==> src/rtl/register_writeback_controller.sv <==
// register_writeback_controller
//   Write-back sequencer for the 8-bit core. It accepts one decoded instruction
//   at a time and selects the register-file write source (ALU, MOV or load
//   data). A LDUR runs a request/acknowledge read with data memory before its
//   single write. instr_ready back-pressures decode while an instruction is busy.
//
//   Optional feature: define WB_MEM_TIMEOUT_EN to abort a load that waits
//   MEM_TIMEOUT_CYCLES cycles without mem_ack. The abort is reported with a
//   one-cycle mem_timeout pulse.

package opcode_pkg;

   typedef enum logic [3:0] {
      OP_ADD  = 4'h0,
      OP_ADDI = 4'h1,
      OP_SUB  = 4'h2,
      OP_SUBI = 4'h3,
      OP_AND  = 4'h4,
      OP_OR   = 4'h5,
      OP_XOR  = 4'h6,
      OP_NOT  = 4'h7,
      OP_LSL  = 4'h8,
      OP_LSR  = 4'h9,
      OP_MOV1 = 4'hA,
      OP_MOV2 = 4'hB,
      OP_LDUR = 4'hC,
      OP_STUR = 4'hD,
      OP_CBZ  = 4'hE
   } opcode_t;

   // Write-back source selected by an opcode.
   typedef enum logic [1:0] {
      WB_NONE,
      WB_ALU,
      WB_MOV,
      WB_LOAD
   } wb_class_t;

   // Map a raw opcode field to its write-back class. Encodings that are not
   // opcode_t members fall into the default and never write.
   function automatic wb_class_t classify(input logic [3:0] op);
      wb_class_t cls;
      case (op)
         OP_ADD, OP_ADDI, OP_SUB, OP_SUBI, OP_AND,
         OP_OR, OP_XOR, OP_NOT, OP_LSL, OP_LSR: cls = WB_ALU;
         OP_MOV1, OP_MOV2:                      cls = WB_MOV;
         OP_LDUR:                               cls = WB_LOAD;
         default:                               cls = WB_NONE;
      endcase
      return cls;
   endfunction

endpackage

module register_writeback_controller
   import opcode_pkg::*;
#(
   parameter int unsigned MEM_TIMEOUT_CYCLES = 16
) (
   input  logic       clk,
   input  logic       rst,
   input  logic       instr_valid,
   output logic       instr_ready,
   input  logic [7:0] instruction,
   input  logic [7:0] alu_result,
   input  logic [7:0] mov_value,
   output logic       mem_req,
   input  logic       mem_ack,
   input  logic [7:0] mem_rdata,
   output logic       rf_we,
   output logic [1:0] rf_waddr,
   output logic [7:0] rf_wdata
`ifdef WB_MEM_TIMEOUT_EN
   ,
   output logic       mem_timeout
`endif
);

   typedef enum logic [1:0] {
      S_IDLE,
      S_WB,
      S_MEM_WAIT,
      S_MEM_WB
   } state_t;

   state_t    state;
   state_t    state_next;
   wb_class_t cls;
   logic      accept;
   logic [1:0] waddr_q;
   logic [7:0] wdata_q;

`ifdef WB_MEM_TIMEOUT_EN
   localparam logic [7:0] WAIT_LAST = 8'(MEM_TIMEOUT_CYCLES - 1);

   logic [7:0] wait_cnt;
   logic       timeout_hit;
   logic       mem_timeout_q;
`endif

   assign cls = classify(instruction[7:4]);

   // State register; synchronous reset abandons any in-flight instruction.
   always_ff @(posedge clk) begin
      // NOTE: sequential state uses non-blocking assignments so every flop
      // samples pre-edge values regardless of block ordering.
      if (rst) begin
         state <= S_IDLE;
      end else begin
         state <= state_next;
      end
   end

   // Next-state decode and Moore outputs.
   always_comb begin
      // NOTE: every variable gets a default first so no path leaves one
      // unassigned, which would infer a latch.
      state_next  = state;
      instr_ready = 1'b0;
      mem_req     = 1'b0;
      rf_we       = 1'b0;
      accept      = 1'b0;
`ifdef WB_MEM_TIMEOUT_EN
      timeout_hit = 1'b0;
`endif
      case (state)
         S_IDLE: begin
            instr_ready = 1'b1;
            accept      = instr_valid;
            if (instr_valid) begin
               case (cls)
                  WB_ALU, WB_MOV: state_next = S_WB;
                  WB_LOAD:        state_next = S_MEM_WAIT;
                  default:        state_next = S_IDLE;
               endcase
            end
         end
         S_WB: begin
            rf_we      = 1'b1;
            state_next = S_IDLE;
         end
         S_MEM_WAIT: begin
            mem_req = 1'b1;
            // An ack on the final allowed cycle still completes the load.
            if (mem_ack) begin
               state_next = S_MEM_WB;
            end
`ifdef WB_MEM_TIMEOUT_EN
            else if (wait_cnt == WAIT_LAST) begin
               timeout_hit = 1'b1;
               state_next  = S_IDLE;
            end
`endif
         end
         S_MEM_WB: begin
            rf_we      = 1'b1;
            state_next = S_IDLE;
         end
         default: begin
            state_next = S_IDLE;
         end
      endcase
   end

   // Write-port registers: source data and destination captured per class.
   always_ff @(posedge clk) begin
      // NOTE: these data registers are reset so rf_waddr/rf_wdata read 0
      // after reset, even though they matter only while rf_we is high.
      if (rst) begin
         waddr_q <= 2'd0;
         wdata_q <= 8'h00;
      end else if (accept) begin
         case (cls)
            WB_ALU: begin
               waddr_q <= instruction[3:2];
               wdata_q <= alu_result;
            end
            WB_MOV: begin
               waddr_q <= instruction[3:2];
               wdata_q <= mov_value;
            end
            WB_LOAD: begin
               waddr_q <= instruction[3:2];
            end
            default: begin
            end
         endcase
      end else if (state == S_MEM_WAIT && mem_ack) begin
         wdata_q <= mem_rdata;
      end
   end

   assign rf_waddr = waddr_q;
   assign rf_wdata = wdata_q;

`ifdef WB_MEM_TIMEOUT_EN
   // Wait counter: cleared on MEM_WAIT entry, counts ack-less MEM_WAIT cycles;
   // the abort pulse is registered so it appears in the first IDLE cycle.
   always_ff @(posedge clk) begin
      if (rst) begin
         wait_cnt      <= 8'd0;
         mem_timeout_q <= 1'b0;
      end else begin
         mem_timeout_q <= timeout_hit;
         if (state != S_MEM_WAIT && state_next == S_MEM_WAIT) begin
            wait_cnt <= 8'd0;
         end else if (state == S_MEM_WAIT && !mem_ack) begin
            wait_cnt <= wait_cnt + 8'd1;
         end
      end
   end

   assign mem_timeout = mem_timeout_q;

   logic unused_bits;
   assign unused_bits = ^instruction[1:0];
`else
   logic unused_bits;
   assign unused_bits = ^{instruction[1:0], 32'(MEM_TIMEOUT_CYCLES)};
`endif

endmodule

==> config.mk <==
export PLATFORM = sky130hd
export DESIGN_NAME = register_writeback_controller
export DESIGN_NICKNAME = d
export VERILOG_FILES = /design/src/rtl/register_writeback_controller.sv
export SDC_FILE = /design/constraint.sdc
export NUM_CORES = 1
export LEC_CHECK = 0
export ABC_AREA = 1
export BUFFER_PORTS_ARGS = -buffer_cell sky130_fd_sc_hd__buf_2
export CAP_MARGIN = 20
export CORE_MARGIN = 4
export CORE_UTILIZATION = 35
export CTS_BUF_LIST = sky130_fd_sc_hd__clkbuf_16
export DETAILED_ROUTE_END_ITERATION = 6
export PLACE_DENSITY = 0.76
export SYNTH_ARGS = -nofsm -noshare
export SYNTH_HDL_FRONTEND = slang
export SYNTH_SLANG_ARGS = --single-unit
==> constraint.sdc <==
create_clock -name clk -period 5.1 [get_ports clk]
set_clock_uncertainty 0.2 [all_clocks]
set_input_delay 0.51 -clock clk [delete_from_list [all_inputs] [get_ports clk]]
set_output_delay 0.51 -clock clk [all_outputs]
set_load 0.05 [all_outputs]
# ---- Yosys cells after proc, flatten, opt, wreduce, memory -nomap -nowiden
# Memories as Yosys holds them, arrays and structs flattened.
# Index checks and enable logic that the tools add are counted.
dict set report totals {
  reg_bits 12
  rom_bits 32
  inputBits 36
  wordCells 33
  n_memories 1
}
dict set report op_classes {
  n_eq_ne 9
  mux 11
  n_reduce_logical 9
}
# memory words width read_ports rd_ports_with_merged_regs write_ports line
set mem_list {}
lappend mem_list {{(no name shown)} 16 2 1 0 0 43} ;# case (op)
# operator n
set op_table {}
lappend op_table {{$mux 8} 2}
lappend op_table {{$pmux 8 s2} 1}
lappend op_table {{$eq 2x2->1 const B} 4}
lappend op_table {{$pmux 2 s3} 1}
lappend op_table {{$reduce_and 2->1} 3}
lappend op_table {{$eq 2x1->1 const B} 2}
lappend op_table {{$mux 1} 4}
lappend op_table {{$mux 2} 2}
lappend op_table {{$ne 2x2->1 const B} 2}
lappend op_table {{$pmux 2 s2} 1}
lappend op_table {{$reduce_or 2->1} 2}
lappend op_table {{$ne 3x1->1 const B} 1}
lappend op_table {{$reduce_or 3->1} 1}
lappend op_table {{$logic_not 2->1} 1}
lappend op_table {{$reduce_bool 2->1} 1}
lappend op_table {{$logic_and 1x1->1} 1}

# ---- Logic depth before layout (Yosys ltp)
# Gate-level depths: netlist (run 1).
# An unclocked memory read counts as a cell.
dict set report logic_depth {
  word_depth 6
  mapped_depth 12
}

# ---- Worst setup path after synthesis (run 1)
# Ideal clock, no wire load.
dict set report synth_path {
  path_kind {input-to-reg}
  start {input port instruction[5]}
  end {register wdata_q[4], in the netlist rf_wdata[4]}
  arrival_time_ns 1.664
  t_required_ns 4.785
  slack_ns 3.121
  cell_stages 11
  n_path_buf 2
  cell_sequence {o21ai_0 -> a21oi_1 -> ha_1 -> buf_4 -> inv_4 -> nand2_1 -> nand3_2 -> nand2_2 -> buf_6 -> nor2_1 -> nor2_2}
}
dict set report synth_between {
  elab_chain_cells 4
  elab_cells_between_ends 7
  cone_classes {3 x eq/ne; 2 x mux; 1 x reduce/logical; 1 x memory}
}
# element line
set synth_rtl {}
lappend synth_rtl {{from (decl)} 64} ;# input logic [7:0] instruction,
lappend synth_rtl {{$mem_v2 16x2 (*)} -}
lappend synth_rtl {{$eq 2x2->1 or $eq 2x1->1 (tied branches)} 173} ;# case (cls)
lappend synth_rtl {{$pmux 8 s2 or $ne 3x1->1 (tied branches)} -}
lappend synth_rtl {{$mux 8 or $reduce_and 2->1 (tied branches)} -}
lappend synth_rtl {{to (signal assigned)} 176} ;# wdata_q <= alu_result;
lappend synth_rtl {{to (signal assigned)} 180} ;# wdata_q <= mov_value;
lappend synth_rtl {{to (signal assigned)} 189} ;# wdata_q <= mem_rdata;
lappend synth_rtl {{to (decl)} 91} ;# logic [7:0] wdata_q;
# Every way passes the cells marked *; elsewhere a longest branch is shown, timed or not.
# A chain may end at the register's enable or synchronous reset.

# ---- Worst setup path after layout (run 1)
dict set report layout_path {
  start {input port instruction[5]}
  end {register wdata_q[0], in the netlist rf_wdata[0]}
}
# The elaborated chain is that of the path after synthesis.

==> impl_metrics.env, run 1 <==
export IMPL_antenna_found_initial=0
export IMPL_rrSetupSlack_ns=3.59
export IMPL_tritoncts="done"
export IMPL_synth_simple_area_share_pct=48.1
export IMPL_grtUsageTotal_pct=12.7
export IMPL_syn2layout_area_growth_pct=36.9
export IMPL_start_util_pct=37.3
export IMPL_synthTopCellsByArea="dfxtp_1 (29%), nand2_1 (20%), nand2_2 (8.2%)"
export IMPL_cts_buffers=3
export IMPL_fin_crit_ns=2.29
export IMPL_clkLatencyLatePin_ns=0.23
export IMPL_synth_most_common_cell="nand2_1"
export IMPL_hold_buffers=0
export IMPL_drive_gt1_share_pct=40.9
export IMPL_finalSetupTns_ns=0
export IMPL_placed_area_um2=1070
export IMPL_critPathCaptureType="flip-flop"
export IMPL_yosys_warnings=0
export IMPL_dr_pass1_iters=4
export IMPL_rsz0062_at_grt="false"
export IMPL_worstRegToRegCells=7
export IMPL_cp_max_fo=11
export IMPL_vias_per_cell=4.45
export IMPL_stdcell_area_um2=1150
export IMPL_synth_nets=170
export IMPL_die_w_um=57.0
export IMPL_leakagePower_uw=0.000654
export IMPL_grt_pass1_wl_um=3310
export IMPL_grt_overflow_total=0
export IMPL_synth_cell_types=22
export IMPL_cts_sinks=12
export IMPL_p_per_area_nw_per_um2=312
export IMPL_post_route_period_util_pct=44.9
export IMPL_grt_start_max_net_pins=12
export IMPL_outcome="completed"
export IMPL_hp_class="flip-flop to flip-flop"
export IMPL_syn_area_um2=841
export IMPL_drc=0
export IMPL_yosysTopAreaCell="dfxtp_1"
export IMPL_crit_type="primary input to flip-flop"
export IMPL_cts_root_buf="clkbuf_16"
export IMPL_ys_ff_latch=12
export IMPL_cts_max_path_buffers=2
export IMPL_rows=17
export IMPL_ant_nets=0
export IMPL_p_total_uw=360
export IMPL_finalMaxSlewViolations=0
export IMPL_rr_endpoint="rf_wdata[0]"
export IMPL_fin_nets=217
export IMPL_antenna_cells=0
export IMPL_coreArea_um2=2250
export IMPL_setup_worst_path_start="instruction[5]"
export IMPL_syn_inst=130
export IMPL_synth_top_area_share_pct=28.6
export IMPL_io_pins=49
export IMPL_fill_cells=246
export IMPL_synth_async_reset_ratio_pct=0
export IMPL_relSlewSlack_pct=74.4
export IMPL_synth_avg_cell_area_um2=6.47
export IMPL_rr_startpoint="state[1]"
export IMPL_port_buffers=46
export IMPL_cp_start_kind="primary input"
export IMPL_finalSetupViolCount=0
export IMPL_critPathCapture="rf_wdata[0]"
export IMPL_hold_viol_final=0
export IMPL_via_count=907
export IMPL_fp_dieH_um=57.0
export IMPL_synth_xor_area_share_pct=0
export IMPL_post_cts_setup_buffer_count=0
export IMPL_synthAdderAreaFrac_pct=5.95
export IMPL_critical_path_required_ns=5.03
export IMPL_cp_arrival_ns=2.22
export IMPL_synth_compound_area_share_pct=7.74
export IMPL_synth_edff_count=0
export IMPL_dp_hpwl_um=1660
export IMPL_synth_ff_type="dfxtp_1"
export IMPL_worst_slew_pin_slew_ns=0.383
export IMPL_synth_top_family_by_area="simple AND/OR/NAND/NOR gates"
export IMPL_cap_violations=0
export IMPL_max_clock_freq_mhz=437
export IMPL_synth_mux_area_share_pct=0
export IMPL_ff_latch_area_um2=240
export IMPL_hold_depth=2
export IMPL_avgRoutedWirePerCell_um=10.1
export IMPL_gp_congestion=0.802
export IMPL_cts_resized=0
export IMPL_multi_input_area_um2=519
export IMPL_grt_pass1_vias=843
export IMPL_synth_common_cells="nand2_1 (44), nor2_1 (18), dfxtp_1 (12)"
export IMPL_die_area_um2=3250
export IMPL_ys_seq_area_share_pct=28.6
export IMPL_clk_pin_slew_worst_paths_ns=0.04
export IMPL_drtIter0Drc=30
export IMPL_htree_num_levels=1
export IMPL_vdd_drop_max_mv=0.379
export IMPL_drt_total_wl_um=2060
## power breakdown
group | switching, uW | internal (uW)
Clock | 37.8 | 103
Combinational | 76.4 | 33.6
Sequential | 5.64 | 103
Total | 120 | 240
## layout by cell type (no fill, tap or decap)
cell type / netlist / layout
a21oi_1: 3 / 3
buf_2: 0 / 46
clkbuf_16: 0 / 3
clkinv_1: 0 / 1
dfxtp_1: 12 / 12
ha_1: 4 / 4
inv_1: 9 / 9
inv_2: 2 / 2
inv_4: 1 / 1
nand2_1: 44 / 44
nand2_2: 11 / 11
nand2_4: 1 / 1
nand3_1: 2 / 2
nand3_2: 3 / 3
nor2_1: 18 / 18
nor2_2: 3 / 3
nor2_4: 2 / 2
nor3_1: 2 / 2
o211ai_1: 1 / 1
o21a_1: 1 / 1
o21ai_0: 1 / 1
o21ai_1: 6 / 6
## worst min path at each step
stage,from,to,slack [ns]
6_report,rf_waddr[1],rf_waddr[1],0.25
5_1_grt,rst,rf_waddr[0],0.27
4_1_cts,rf_waddr[1],rf_waddr[1],0.25
3_5_place_dp,rf_waddr[1],rf_waddr[1],0.25
3_3_place_gp,rf_waddr[1],rf_waddr[1],0.25
2_1_floorplan,state[1],state[1],0.33
## worst max-delay path, stage by stage
cell	delay, ns
buf_2	0.09
o21ai_0	0.10
a21oi_1	0.25
ha_1	0.44
inv_4	0.11
nand2_1	0.09
nand3_2	0.06
nand2_2	0.20
inv_1	0.15
nor2_1	0.14
nor2_1	0.06
## through the flow
step           hold slack (ns)  setup slack [ns]  instances  util, %
4_1_cts                  0.252              2.82        204     51.1
3_3_place_gp             0.245              2.59        200     47.6
3_5_place_dp             0.247              2.58        200     47.6
2_1_floorplan            0.327              3.12        130        -
5_1_grt                  0.265              2.63        204     51.1
6_report                 0.249              2.81        204     51.1
## state kept, by name (all words and copies together), names as in the netlist
signal and count:
state 2, rf_wdata 8, rf_waddr 2
## cell type report
class	count	share of cell area, %
tap	28	3.04
clock buffer	3	6.52
inverter	12	4.13
sequential	12	20.9
timing repair buffer	46	20.0
clock inverter	1	0.326
multi-input combinational	102	45.1
## logic make-up (layout without fill, tap and decap cells)
group           after synthesis  after routing
buf+inv                      16             62
flops                        12             12
compound gates               12             12
fa+ha+maj                     4              4
simple gates                 86             86
## per-layer routing
layer | track usage (%) | vias up | share of wire [%]
li1 | - | 491 | -
met1 | 15.0 | 381 | 42
met2 | 21.7 | 35 | 47
met3 | 6.33 | 0 | 12
met4 | 0.993 | 0 | 0
met5 | 0 | - | 0
No activity file was read; power rests on OpenSTA's default activity.
==> run 2: changes to the inputs <==
Settings changed: PLACE_DENSITY 0.76 to 0.79.
Clock period 5.1 ns to 2.1 ns, I/O delays scaled along.
==> run 2 against run 1 <==
Against the previous run:
- sequential share of layout area down 0.25 points
- non-clock buffer count grew 2
- count of clock-buffer cells in the layout is the same
- clock power is 140% higher
- cell count is 0.49% higher
- utilization grew 0.61 points
- cell area rose by 1.2%
- setup slack worse by 2.4 ns
==> impl_metrics.env, run 2 (synthesized netlist as in run 1, its figures left out) <==
export IMPL_relSlewSlack_pct=75.6
export IMPL_max_clock_freq_mhz=579
export IMPL_worst_slew_pin_slew_ns=0.365
export IMPL_cts_max_path_buffers=2
export IMPL_outcome="completed"
export IMPL_cp_arrival_ns=1.66
export IMPL_crit_type="primary input to flip-flop"
export IMPL_vdd_drop_max_mv=0.765
export IMPL_drt_total_wl_um=2050
export IMPL_post_cts_setup_buffer_count=0
export IMPL_worstRegToRegCells=6
export IMPL_top_layer="met4"
export IMPL_finalSetupTns_ns=0
export IMPL_port_buffers=46
export IMPL_cts_root_buf="clkbuf_16"
export IMPL_cp_max_fo=11
export IMPL_drive_gt1_share_pct=41.2
export IMPL_cts_sinks=12
export IMPL_p_per_area_nw_per_um2=748
export IMPL_tritoncts="done"
export IMPL_cts_resized=0
export IMPL_crit_top_cell="nor2_1"
export IMPL_finalMaxSlewViolations=0
export IMPL_leakagePower_uw=0.000662
export IMPL_dr_pass1_iters=2
export IMPL_hp_class="primary input to flip-flop"
export IMPL_dp_hpwl_um=1680
export IMPL_comb_power_share_pct=30.9
export IMPL_fin_crit_ns=1.73
export IMPL_syn2layout_area_growth_pct=38.5
export IMPL_grt_start_max_net_pins=12
export IMPL_grtUsageTotal_pct=13.6
export IMPL_grt_pass1_vias=807
export IMPL_sw_frac_of_total_pct=33.2
export IMPL_fp_dieH_um=57.0
export IMPL_clkLatencyLatePin_ns=0.24
export IMPL_dr_wl_met2_um=917
export IMPL_gp_congestion=0.826
export IMPL_grt_pass1_wl_um=3370
export IMPL_critPathCaptureType="flip-flop"
export IMPL_die_w_um=57.0
export IMPL_switching_power_uw=290
export IMPL_io_pins=49
export IMPL_drc=0
export IMPL_largest_reg_flops=8
export IMPL_htree_num_levels=1
export IMPL_fin_nets=219
export IMPL_die_area_um2=3250
export IMPL_post_route_period_util_pct=82.3
export IMPL_antenna_cells=0
export IMPL_via_count=926
export IMPL_cp_slowest_cell="ha_1"
export IMPL_clk_pin_slew_worst_paths_ns=0.04
export IMPL_finalSetupViolCount=0
export IMPL_ant_nets=0
export IMPL_p_int_uw=582
export IMPL_avgRoutedWirePerCell_um=10.0
export IMPL_start_util_pct=37.3
export IMPL_hold_depth=3
export IMPL_cp_start_kind="primary input"
export IMPL_vias_per_cell=4.52
export IMPL_critical_path_required_ns=2.03
export IMPL_seq_power_share_pct=30.3
export IMPL_coreArea_um2=2250
export IMPL_hold_buffers=1
export IMPL_whs_ns=0.0455
export IMPL_cts_buffers=3
export IMPL_drtIter0Drc=48
export IMPL_path_cells="buf_2 > o21ai_0 > a21oi_1 > ha_1 > inv_4 > nand2_1 > nand3_2 > nand2_2 > inv_1 > nor2_1 > nor2_1"
export IMPL_rows=17
export IMPL_final_cell_mix="buf_2 (46), nand2_1 (44), nor2_1 (18)"
export IMPL_hold_viol_final=0
export IMPL_rsz0062_at_grt="false"
export IMPL_antenna_found_initial=0
export IMPL_met3_length_um=196
export IMPL_wl_met1_um=894
export IMPL_p_clk_share_pct=38.8
export IMPL_grt_overflow_total=0
export IMPL_slowest_delay_ns=0.26
export IMPL_cap_violations=0
export IMPL_layout_commonest_cell="buf_2"
-- run 2: cell count changes in the layout (fill, tap and decap cells not counted) --
cell / delta
clkinv_1: -1
buf_4: +1
dlygate4sd3_1: +1
-- run 2: final timing paths --
path	startpoint	end	slack, ns
hold / removal	instruction[2]	rf_waddr[0]	0.05
setup reg to reg	state[0]	rf_wdata[6]	0.61
hold reg to reg	rf_waddr[1]	rf_waddr[1]	0.25
setup / recovery	instruction[5]	rf_wdata[6]	0.37
-- run 2: power by group through the flow --
| stage | registers [uW] | logic (uW) | clock network, uW |
|---|---|---|---|
| floorplan | 336 | 135 | 0 |
| global placement | 268 | 267 | 0 |
| detailed placement | 268 | 271 | 0 |
| CTS | 264 | 273 | 347 |
| global route | 267 | 298 | 353 |
| finish | 264 | 270 | 338 |
-- run 2: area by class of cell --
class / count / area, um2
fillers: 250 / 1090
multi-input cells: 102 / 519
repair buffers: 48 / 248
flip-flops and latches: 12 / 240
clock buffers: 3 / 75.1
inverters: 12 / 47.5
well taps: 28 / 35.0
-- run 2: per-layer routing --
metal / vias to the layer above / track usage, %
li1: 499 / -
met1: 390 / 17.1
met2: 32 / 20.1
met3: 5 / 5.20
met4: 0 / 6.95
met5: - / 0
-- run 2: critical path: cells and delay by family --
family	cells	cell delay (ns)
adder cells (fa/ha/maj)	1	0.26
AND/OR/NAND/NOR	5	0.50
AO/OA/AOI/OAI	2	0.35
buffers and inverters	3	0.33
-- run 2: stage by stage --
step	instance area (um2)	setup slack (ns)	total power [uW]	util [%]	cells
after floorplan	841	0.421	470	-	130
after global placement	1080	0.149	535	47.9	201
after detailed placement	1080	0.117	539	47.9	201
after CTS	1160	0.365	884	51.7	205
after global routing	1160	0.159	918	51.7	205
final	1160	0.372	872	51.7	205
==> run 3: changes to the inputs <==
Settings changed: PLACE_DENSITY 0.79 to 0.76.
Clock period 2.1 ns to 1.7 ns, I/O delays scaled along.
==> run 3 against run 2 <==
Against the previous run:
- count of clock-buffer cells in the layout stayed put
- die area did not move
- first-iteration DRC count decreased by 27%
- largest cell class unchanged
==> impl_metrics.env, run 3 (synthesized netlist as in run 1, its figures left out) <==
export IMPL_outcome="completed"
export IMPL_die_w_um=57.0
export IMPL_syn2layout_area_growth_pct=48.5
export IMPL_worst_path_stages=12
export IMPL_vias_per_cell=4.47
export IMPL_worst_slew_pin_slew_ns=0.347
export IMPL_die_area_um2=3250
export IMPL_largest_reg_flops=8
export IMPL_final_cell_mix="buf_2 (46), nand2_1 (44), nor2_1 (18)"
export IMPL_fp_dieH_um=57.0
export IMPL_ant_nets=0
export IMPL_clkLatencyLatePin_ns=0.23
export IMPL_antenna_found_initial=0
export IMPL_port_buffers=46
export IMPL_cp_max_fo=5
export IMPL_via_count=953
export IMPL_rows=17
export IMPL_relSlewSlack_pct=76.8
export IMPL_antenna_cells=0
export IMPL_drtIter0Drc=35
export IMPL_grt_pass1_vias=892
export IMPL_gp_congestion=0.785
export IMPL_vdd_drop_max_mv=1.04
export IMPL_avgRoutedWirePerCell_um=9.81
export IMPL_grt_start_max_net_pins=12
export IMPL_io_pins=49
export IMPL_finalMaxSlewViolations=0
export IMPL_critical_path_required_ns=1.63
export IMPL_cp_start_kind="primary input"
export IMPL_cp_arrival_ns=1.49
export IMPL_cts_root_buf="clkbuf_16"
export IMPL_p_per_area_nw_per_um2=885
export IMPL_cap_violations=0
export IMPL_finalSetupViolCount=0
export IMPL_drc=0
export IMPL_htree_num_levels=1
export IMPL_max_clock_freq_mhz=642
export IMPL_cts_sinks=12
export IMPL_post_cts_setup_buffer_count=0
export IMPL_drive_gt1_share_pct=43.8
export IMPL_layout_commonest_cell="buf_2"
export IMPL_path_cells="buf_2 > o21a_1 > nor2_1 > ha_2 > inv_4 > nand2_1 > nand3_2 > nand2_2 > buf_4 > nand3_2 > nand2_1 > nor2_2"
export IMPL_dr_pass1_iters=4
export IMPL_slowest_delay_ns=0.25
export IMPL_cp_slowest_cell="ha_2"
export IMPL_worstRegToRegCells=7
export IMPL_crit_family="simple AND/OR/NAND/NOR gates"
export IMPL_start_util_pct=37.3
export IMPL_fin_crit_ns=1.56
export IMPL_hold_depth=3
export IMPL_crit_type="primary input to flip-flop"
export IMPL_tritoncts="done"
export IMPL_dp_hpwl_um=1750
export IMPL_cts_max_path_buffers=2
export IMPL_finalSetupTns_ns=0
export IMPL_post_route_period_util_pct=91.7
export IMPL_hold_viol_final=0
export IMPL_drt_total_wl_um=2090
export IMPL_grt_pass1_wl_um=3350
export IMPL_clk_pin_slew_worst_paths_ns=0.04
export IMPL_grt_overflow_total=0
export IMPL_hp_class="primary input to flip-flop"
export IMPL_fin_nets=226
export IMPL_crit_buf_inv=3
export IMPL_coreArea_um2=2250
export IMPL_whs_ns=0.00752
export IMPL_cts_buffers=3
export IMPL_grtUsageTotal_pct=12.8
export IMPL_leakagePower_uw=0.000705
export IMPL_critPathCaptureType="flip-flop"
==> run 3: metal layers <==
metal  vias to the layer above  track usage [%]  share of wire, %
met3                         4             6.79                12
met2                        45             20.1                45
met4                         0             3.97               1.9
met5                         -                0                 0
li1                        506                -                 -
met1                       398             15.1                41
==> run 3: layout make-up <==
type | count | area (um2)
timing repair buffer | 55 | 325
sequential | 12 | 240
clock inverter | 1 | 3.75
multi-input combinational | 102 | 522
clock buffer | 3 | 75.1
tap | 28 | 35.0
fill | 241 | 1010
inverter | 12 | 47.5
==> run 3: where the power goes <==
group	switching, uW	internal [uW]	total, uW
Combinational	233	126	360
Sequential	16.6	310	327
Clock	111	308	419
Total	361	745	1110
==> run 3: metrics by stage <==
| stage | std cells | instance area, um2 | util (%) | total power [uW] | setup slack, ns |
|---|---|---|---|---|---|
| 2_1_floorplan | 130 | 841 | - | 581 | 0.0252 |
| 5_1_grt | 213 | 1250 | 55.4 | 1160 | -0.00699 |
| 3_5_place_dp | 208 | 1160 | 51.3 | 691 | -0.131 |
| 6_report | 213 | 1250 | 55.4 | 1110 | 0.141 |
| 3_3_place_gp | 208 | 1160 | 51.3 | 687 | -0.0917 |
| 4_1_cts | 213 | 1250 | 55.3 | 1120 | 0.118 |
==> run 3: what timing repair did <==
| action | CTS | global route |
|---|---|---|
| endpoints found under the hold margin | 2 | 0 |
| endpoints found under the setup margin | 0 | 1 |
| resized for setup | 0 | 1 |
| hold buffers | 1 | 0 |
==> run 3: final timing paths <==
kind / from / end / slack [ns]
hold / removal: instruction[2] / rf_waddr[0] / 0.008
setup / recovery: instruction[5] / rf_wdata[7] / 0.14
hold reg to reg: rf_waddr[0] / rf_waddr[0] / 0.25
setup reg to reg: state[1] / rf_wdata[7] / 0.30
==> run 3: worst register-to-register path: cells and delay by family, from the launching register on <==
family | cells | cell delay, ns
buf+inv | 1 | 0.12
flops | 1 | 0.35
simple gates | 6 | 0.68
